==> src/rtl/timer_counter.sv <==
// Programmable up/down step counter with prescaler, limit
// detection, pause/resume and optional auto-reload.
//
// Ports:
//   clk        : clock, all state changes on rising edge
//   arst_n     : asynchronous reset, active-low
//   srst       : synchronous clear, active-high
//   start      : start / resume / restart
//   pause      : pause a running count
//   dir        : 0 = count up, 1 = count down
//   load_en    : load load_value into count and reload
//   load_value : value written by load_en
//   limit      : terminal value, sampled every cycle
//   count      : registered count
//   tick       : one-cycle pulse on every step
//   tc         : one-cycle pulse on the step reaching limit
//   state      : IDLE=0, RUN=1, PAUSE=2, DONE=3
//   busy       : high in RUN or PAUSE
module timer_counter #(
   parameter int COUNTER_BITS  = 8,
   parameter int PRESCALE      = 1,
   parameter int INITIAL_VALUE = 0,
   parameter int WRAP          = 0
) (
   input  logic                    clk,
   input  logic                    arst_n,
   input  logic                    srst,
   input  logic                    start,
   input  logic                    pause,
   input  logic                    dir,
   input  logic                    load_en,
   input  logic [COUNTER_BITS-1:0] load_value,
   input  logic [COUNTER_BITS-1:0] limit,
   output logic [COUNTER_BITS-1:0] count,
   output logic                    tick,
   output logic                    tc,
   output logic [1:0]              state,
   output logic                    busy
);

   localparam int PW =
      (PRESCALE > 1) ? $clog2(PRESCALE) : 1;

   localparam logic [COUNTER_BITS-1:0] INIT =
      COUNTER_BITS'(INITIAL_VALUE);

   localparam logic [PW-1:0] PRE_LAST =
      PW'(PRESCALE - 1);

   typedef enum logic [1:0] {
      IDLE  = 2'd0,
      RUN   = 2'd1,
      PAUSE = 2'd2,
      DONE  = 2'd3
   } state_t;

   state_t                  st;
   logic [COUNTER_BITS-1:0] reload;
   logic [PW-1:0]           presc;
   logic [COUNTER_BITS-1:0] nxt;
   logic                    presc_end;
   logic                    at_limit;

   // Candidate next value; natural modulo 2^W wrap.
   assign nxt = dir ? (count - COUNTER_BITS'(1))
                    : (count + COUNTER_BITS'(1));

   assign presc_end = (presc == PRE_LAST);
   assign at_limit  = (count == limit);

   assign state = st;
   assign busy  = (st == RUN) || (st == PAUSE);

   always_ff @(posedge clk or negedge arst_n) begin
      if (!arst_n) begin
         count  <= INIT;
         reload <= INIT;
         presc  <= '0;
         st     <= IDLE;
         tick   <= 1'b0;
         tc     <= 1'b0;
      end else begin
         tick <= 1'b0;
         tc   <= 1'b0;
         if (srst) begin
            count  <= INIT;
            reload <= INIT;
            presc  <= '0;
            st     <= IDLE;
         end else if (load_en) begin
            count  <= load_value;
            reload <= load_value;
            presc  <= '0;
            st     <= IDLE;
         end else begin
            unique case (st)
               IDLE: begin
                  // Starting on limit finishes at once, silently.
                  if (start)
                     st <= at_limit ? DONE : RUN;
               end
               RUN: begin
                  if (pause) begin
                     st <= PAUSE;
                  end else if (presc_end) begin
                     presc <= '0;
                     tick  <= 1'b1;
                     if ((WRAP != 0) && at_limit) begin
                        // Step away from limit reloads.
                        count <= reload;
                     end else begin
                        count <= nxt;
                        if (nxt == limit) begin
                           tc <= 1'b1;
                           if (WRAP == 0)
                              st <= DONE;
                        end
                     end
                  end else begin
                     presc <= presc + PW'(1);
                  end
               end
               PAUSE: begin
                  // Prescaler keeps its held phase.
                  if (start)
                     st <= RUN;
               end
               DONE: begin
                  if (start) begin
                     count <= reload;
                     presc <= '0;
                     st    <= RUN;
                  end
               end
               default: st <= IDLE;
            endcase
         end
      end
   end

endmodule
==> config.mk <==
export PLATFORM = sky130hd
export DESIGN_NAME = timer_counter
export DESIGN_NICKNAME = d
export VERILOG_FILES = /design/src/rtl/timer_counter.sv
export SDC_FILE = /design/constraint.sdc
export NUM_CORES = 1
export LEC_CHECK = 0
export ABC_AREA = 1
export CORE_MARGIN = 3
export CORE_UTILIZATION = 45
export CTS_CLUSTER_SIZE = 14
export DETAILED_ROUTE_END_ITERATION = 12
export GPL_TIMING_DRIVEN = 0
export PLACE_DENSITY = 0.77
export SLEW_MARGIN = 25
export SYNTH_ARGS = -nofsm -noshare
export SYNTH_HDL_FRONTEND = slang
export SYNTH_SLANG_ARGS = --single-unit
==> constraint.sdc <==
create_clock -name clk -period 1.9 [get_ports clk]
set_input_delay 0.285 -clock clk [delete_from_list [all_inputs] [get_ports clk]]
set_output_delay 0.285 -clock clk [all_outputs]
set_load 0.05 [all_outputs]
After elaboration in Yosys (flattened, before gate mapping)
Cells that the tools add are included.

storage, ports and cells
  register bits after elaboration = 21
  input port bits = 23
  output and inout bits = 13

operators by class
  $add $sub $neg = 3
  equality and inequality tests = 12
  muxes and demuxes = 35
  reductions and logical operators = 8

operators by type and width
  operator                                                                 count
  8-bit two-way mux                                                        8
  8-bit equality test                                                      2
  1-bit two-way mux                                                        16
  2-bit two-way mux                                                        8
  4-bit inequality test, second input constant                             4
  8-bit case mux with 2 select lines                                       1
  8-bit by 1-bit adder with 8-bit output, second input constant            1
  4-bit AND reduction                                                      2
  8-bit by 1-bit subtractor with 8-bit output, second input constant       1
  2-bit case mux with 3 select lines                                       1
  5-bit by 4-bit inequality test with 1-bit output, second input constant  1
  5-bit inequality test, second input constant                             1
  2-bit equality test, second input constant                               2
  4-bit by 1-bit inequality test with 1-bit output, second input constant  1
  4-bit nonzero test                                                       1
  3-bit AND reduction                                                      1
  2-bit by 1-bit equality test with 1-bit output, second input constant    1
  2-bit zero test                                                          1
  1-bit case mux with 2 select lines                                       1
  2-bit nonzero test                                                       1
  2-bit OR reduction                                                       1
  1-bit adder, second input constant                                       1
  1-bit logical OR                                                         1

Longest topological paths before layout
  depth in word-level cells = 9
  mapped depth = 16
  depth with buffers taken out = 16

Worst setup path after synthesis
OpenSTA, ideal clock, no wires.

  path type = register to register
  start point = register count[0]
  end point = register st[0], in the netlist state[0]
  library setup time = 0.120 ns
  data arrival time = 2.097 ns
  setup slack = -0.316 ns
  stages on the path, launching flop included = 14
  cells stage by stage = dfrtp_1 -> fa_1 -> xnor2_1 -> nand2_1 -> nor2_1 -> nand2_1 -> nor2_1 -> nand2_1 -> nor2_1 -> nand2_1 -> nand2_2 -> nand2_2 -> nand2_1 -> nand2_1

on the way
  word-level cells in the longest chain between the ends = 5
  elaborated cells on any way between the ends = 6
  those cells by class = 2 x add/sub; 2 x eq/ne; 1 x mux; 1 x reduce/logical

ends and longest elaborated chain
  what                                                                                                          line    RTL
  from (decl)                                                                                                   34      output logic [COUNTER_BITS-1:0] count,
  from (signal assigned)                                                                                        91      count <= load_value;
  from (signal assigned)                                                                                        110     count <= reload;
  from (signal assigned)                                                                                        112     count <= nxt;
  8-bit by 1-bit adder with 8-bit output / 8-bit by 1-bit subtractor with 8-bit output (equally long branches)  66, 65
  8-bit two-way mux (*)                                                                                         65      assign nxt = dir ? (count - COUNTER_BITS'(1))
  8-bit equality test (*)                                                                                       113     if (nxt == limit) begin
  5-bit by 4-bit inequality test with 1-bit output (no source line) (*)                                         -
  4-bit AND reduction (no source line) (*)                                                                      -
  to (signal assigned)                                                                                          100     st <= at_limit ? DONE : RUN;
  to (decl)                                                                                                     57      state_t st;

Every way passes the cells marked *; elsewhere a longest branch is shown, timed or not.
A chain may end at the register's enable or synchronous reset.

Final worst setup path
Ends and elaborated chain as after synthesis.

==> impl_metrics.csv <==
group,metric,value,unit
power,power_frac_comb,51.4,%
die,chipWidth,65.7,um
final_layout,final_common_cell,"nand2_1",
placement,place_congestion,0.905,
sta,hold_viol,0,
worst_setup_path,startpoint_type,"register",
sta,rsz0062_at_grt,"yes",
detailed_routing,dr_total_vias,1634,
power,p_leak,1.09,nW
clock_tree,insertion_delay,0.29,ns
logic_synthesis,synth_cell_type_count,28,
global_route,grt_use_total,18.5,%
sta,period_minus_slack,2.05,ns
logic_synthesis,postSynthAreaPerCell,6.84,um2
die,pin_count,36,
final_layout,layout_common_cells,"51 x nand2_1, 31 x nor2_1, 30 x clkdlybuf4s50_1",
logic_synthesis,ys_seq_area_share,31.3,%
sta,fmax,487,MHz
clock_tree,clkSlewWorstSetupHoldPaths,0.11,ns
global_route,grt_remaining_overflow,0,
placement,dp_slack,-0.739,ns
sta,skew,0.00517,ns
final_layout,stdcell_area,0.00212,mm2
clock_tree,cts_tree,"yes",
clock_tree,clk_path_buf_depth,2,
sta,slew_violations,0,
placement,dp_hpwl,3070,um
worst_setup_path,cp_data_required_time,2.09,ns
run,cap_violations,0,
final_layout,layout-drive-gt1-share,16.1,%
placement,io_buffers,34,
detailed_routing,ant_nets,0,
power,p_sw,0.000631,W
min_path,min_path_type,"primary input to async pin",
status,outcome,"complete, but fails checks",
power,internal_power,0.000854,W
die,rows,21,
sta,max_slew.worst_pin.slew,0.895,ns
clock_tree,root_buffer,"clkbuf_4",
logic_synthesis,yosysWarnings,0,
global_route,grt_pass1_vias,1443,
sta,setup_viol,2,
logic_synthesis,ys_ff_latch,20,
logic_synthesis,synth_nets,268,
worst_setup_path,cp.arrival,2.24,ns
die,die-area,0.00431,mm2
worst_setup_path,end_kind,"register",
detailed_routing,drtPass1Iterations,4,
power,powerDensity,700,mW/mm2
worst_setup_path,setup.worst_path.class,"register to register",
power,ir_drop,0.352,mV
die,initial_utilization,47.2,%
global_route,grt_pass1_wl,6390,um
die,coreArea,0.00339,mm2
final_layout,area_growth,32.5,%
placement,place_area,0.00201,mm2
detailed_routing,drc_errors,0,
detailed_routing,drt_iter0_drc,92,
final_layout,fin_nets,315,
sta,setup_slack,-0.154,ns
detailed_routing,drt-total-wl,3860,um
worst_setup_path,cp_max_fo,3,
power,p_sw_share,42.5,%
logic_synthesis,netlist_instances,234,
logic_synthesis,syn_area,0.00160,mm2
power,clockPowerShare,13.7,%
global_route,grt_max_degree,21,
power,p_seq_share,34.9,%
clock_tree,numCtsBuffers,3,
final_layout,antenna_cells,0,
clock_tree,postCtsHoldBufs,0,
detailed_routing,vias_per_cell,5.01,
sta,min_period_over_period,108,%
status,violations,"negative setup slack",
die,die_h,65.7,um
sta,slew_headroom,40.2,%
detailed_routing,avgRoutedWirePerCell,11.8,um
clock_tree,htree_levels,1,
worst_setup_path,worstRegToRegCells,13,
global_route,antenna_found_initial,0,
clock_tree,cts.sinks,20,
layer usage:
metal  vias up  global-route usage [%]  share of wire [%]
met5         -                       0                  0
met4         0                    3.89                1.0
met3         4                    1.88                4.8
met2        45                    31.7                 48
met1       729                    25.1                 46
li1        856                       -                  -
flip-flops by register name, summed over array words and instances, names as in the netlist:
name,cells
tc,1
count,8
tick,1
state,2
reload,8
synth_stat cells, drive strengths merged:
cell / n / area [um2]
nand2: 60 / 243
nor2: 33 / 129
inv: 31 / 116
nand3: 26 / 135
dfrtp: 20 / 500
a21oi: 12 / 60.1
o21ai: 12 / 60.1
ha: 10 / 125
xor2: 8 / 70.1
a22o: 4 / 35.0
a211oi: 2 / 15.0
a21o: 2 / 15.0
buf: 2 / 8.75
clkbuf: 2 / 7.51
nor4: 2 / 12.5
a31oi: 1 / 6.26
fa: 1 / 20.0
nand4: 1 / 6.26
o211ai: 1 / 7.51
o22ai: 1 / 6.26
o31ai: 1 / 7.51
or2: 1 / 6.26
xnor2: 1 / 8.76
layout make-up:
class / instances / area [um2]
Multi-Input combinational cell: 179 / 1000
Timing Repair Buffer: 42 / 388
Clock buffer: 4 / 26.3
Sequential cell: 20 / 512
Inverter: 31 / 116
Fill cell: 296 / 1270
Tap cell: 46 / 57.6
Buffer: 4 / 18.8
worst max-delay path, stage by stage, from the launching register on:
cell     delay, ns
dfrtp_2       0.45
fa_2          0.57
xnor2_1       0.12
nand2_1       0.06
nor2_1        0.10
nand2_1       0.05
nor2_1        0.09
nand2_1       0.07
nor2_1        0.10
nand2_1       0.09
nand2_2       0.08
nand2_2       0.06
nand2_1       0.05
nand2_1       0.06
logic make-up after synthesis:
kind of cell / share of synthesized area (%)
AOI/OAI and AO/OA: 13.3
and+or+nand+nor: 33.2
adders and majority gates: 9.06
DFF: 31.3
buffers and inverters: 8.28
xor gates and xnor gates: 4.92
per-stage QoR:
step                total power, W  setup TNS (ns)  hold slack (ns)  std cells  util (%)
finish                     0.00149          -0.292            0.482        326      62.6
global route               0.00159          -0.642            0.511        326      62.6
CTS                        0.00146          -0.281            0.492        321      60.6
detailed placement         0.00124           -4.20            0.466        314      59.3
global placement           0.00122           -4.04            0.459        314      59.3
floorplan                  0.00102          -0.220          -0.0106        234         -
power groups by stage:
| stage | logic [W] | registers [W] | clock network [W] |
|---|---|---|---|
| finish | 0.000763 | 0.000518 | 0.000204 |
| global route | 0.000847 | 0.000524 | 0.000221 |
| CTS | 0.000732 | 0.000515 | 0.000209 |
| detailed placement | 0.000708 | 0.000531 | 0 |
| global placement | 0.000693 | 0.000529 | 0 |
| floorplan | 0.000399 | 0.000618 | 0 |
what timing repair did:
item | in CTS | in global routing
buffers inserted | 3 | 5
pin swaps | 1 | 1
gates resized for setup | 5 | 14
setup endpoints to repair | 11 | 9
final timing paths:
| path | from | end | slack, ns |
|---|---|---|---|
| min in group clk | reload[0] | reload[0] | 0.49 |
| min | arst_n | tick | 0.48 |
| max in group asynchronous | arst_n | count[6] | 0.81 |
| max | count[0] | state[0] | -0.15 |
| min reg2reg | reload[0] | reload[0] | 0.49 |
| max reg2reg | count[0] | state[0] | -0.15 |
No activity file was read; power rests on OpenSTA's default activity.
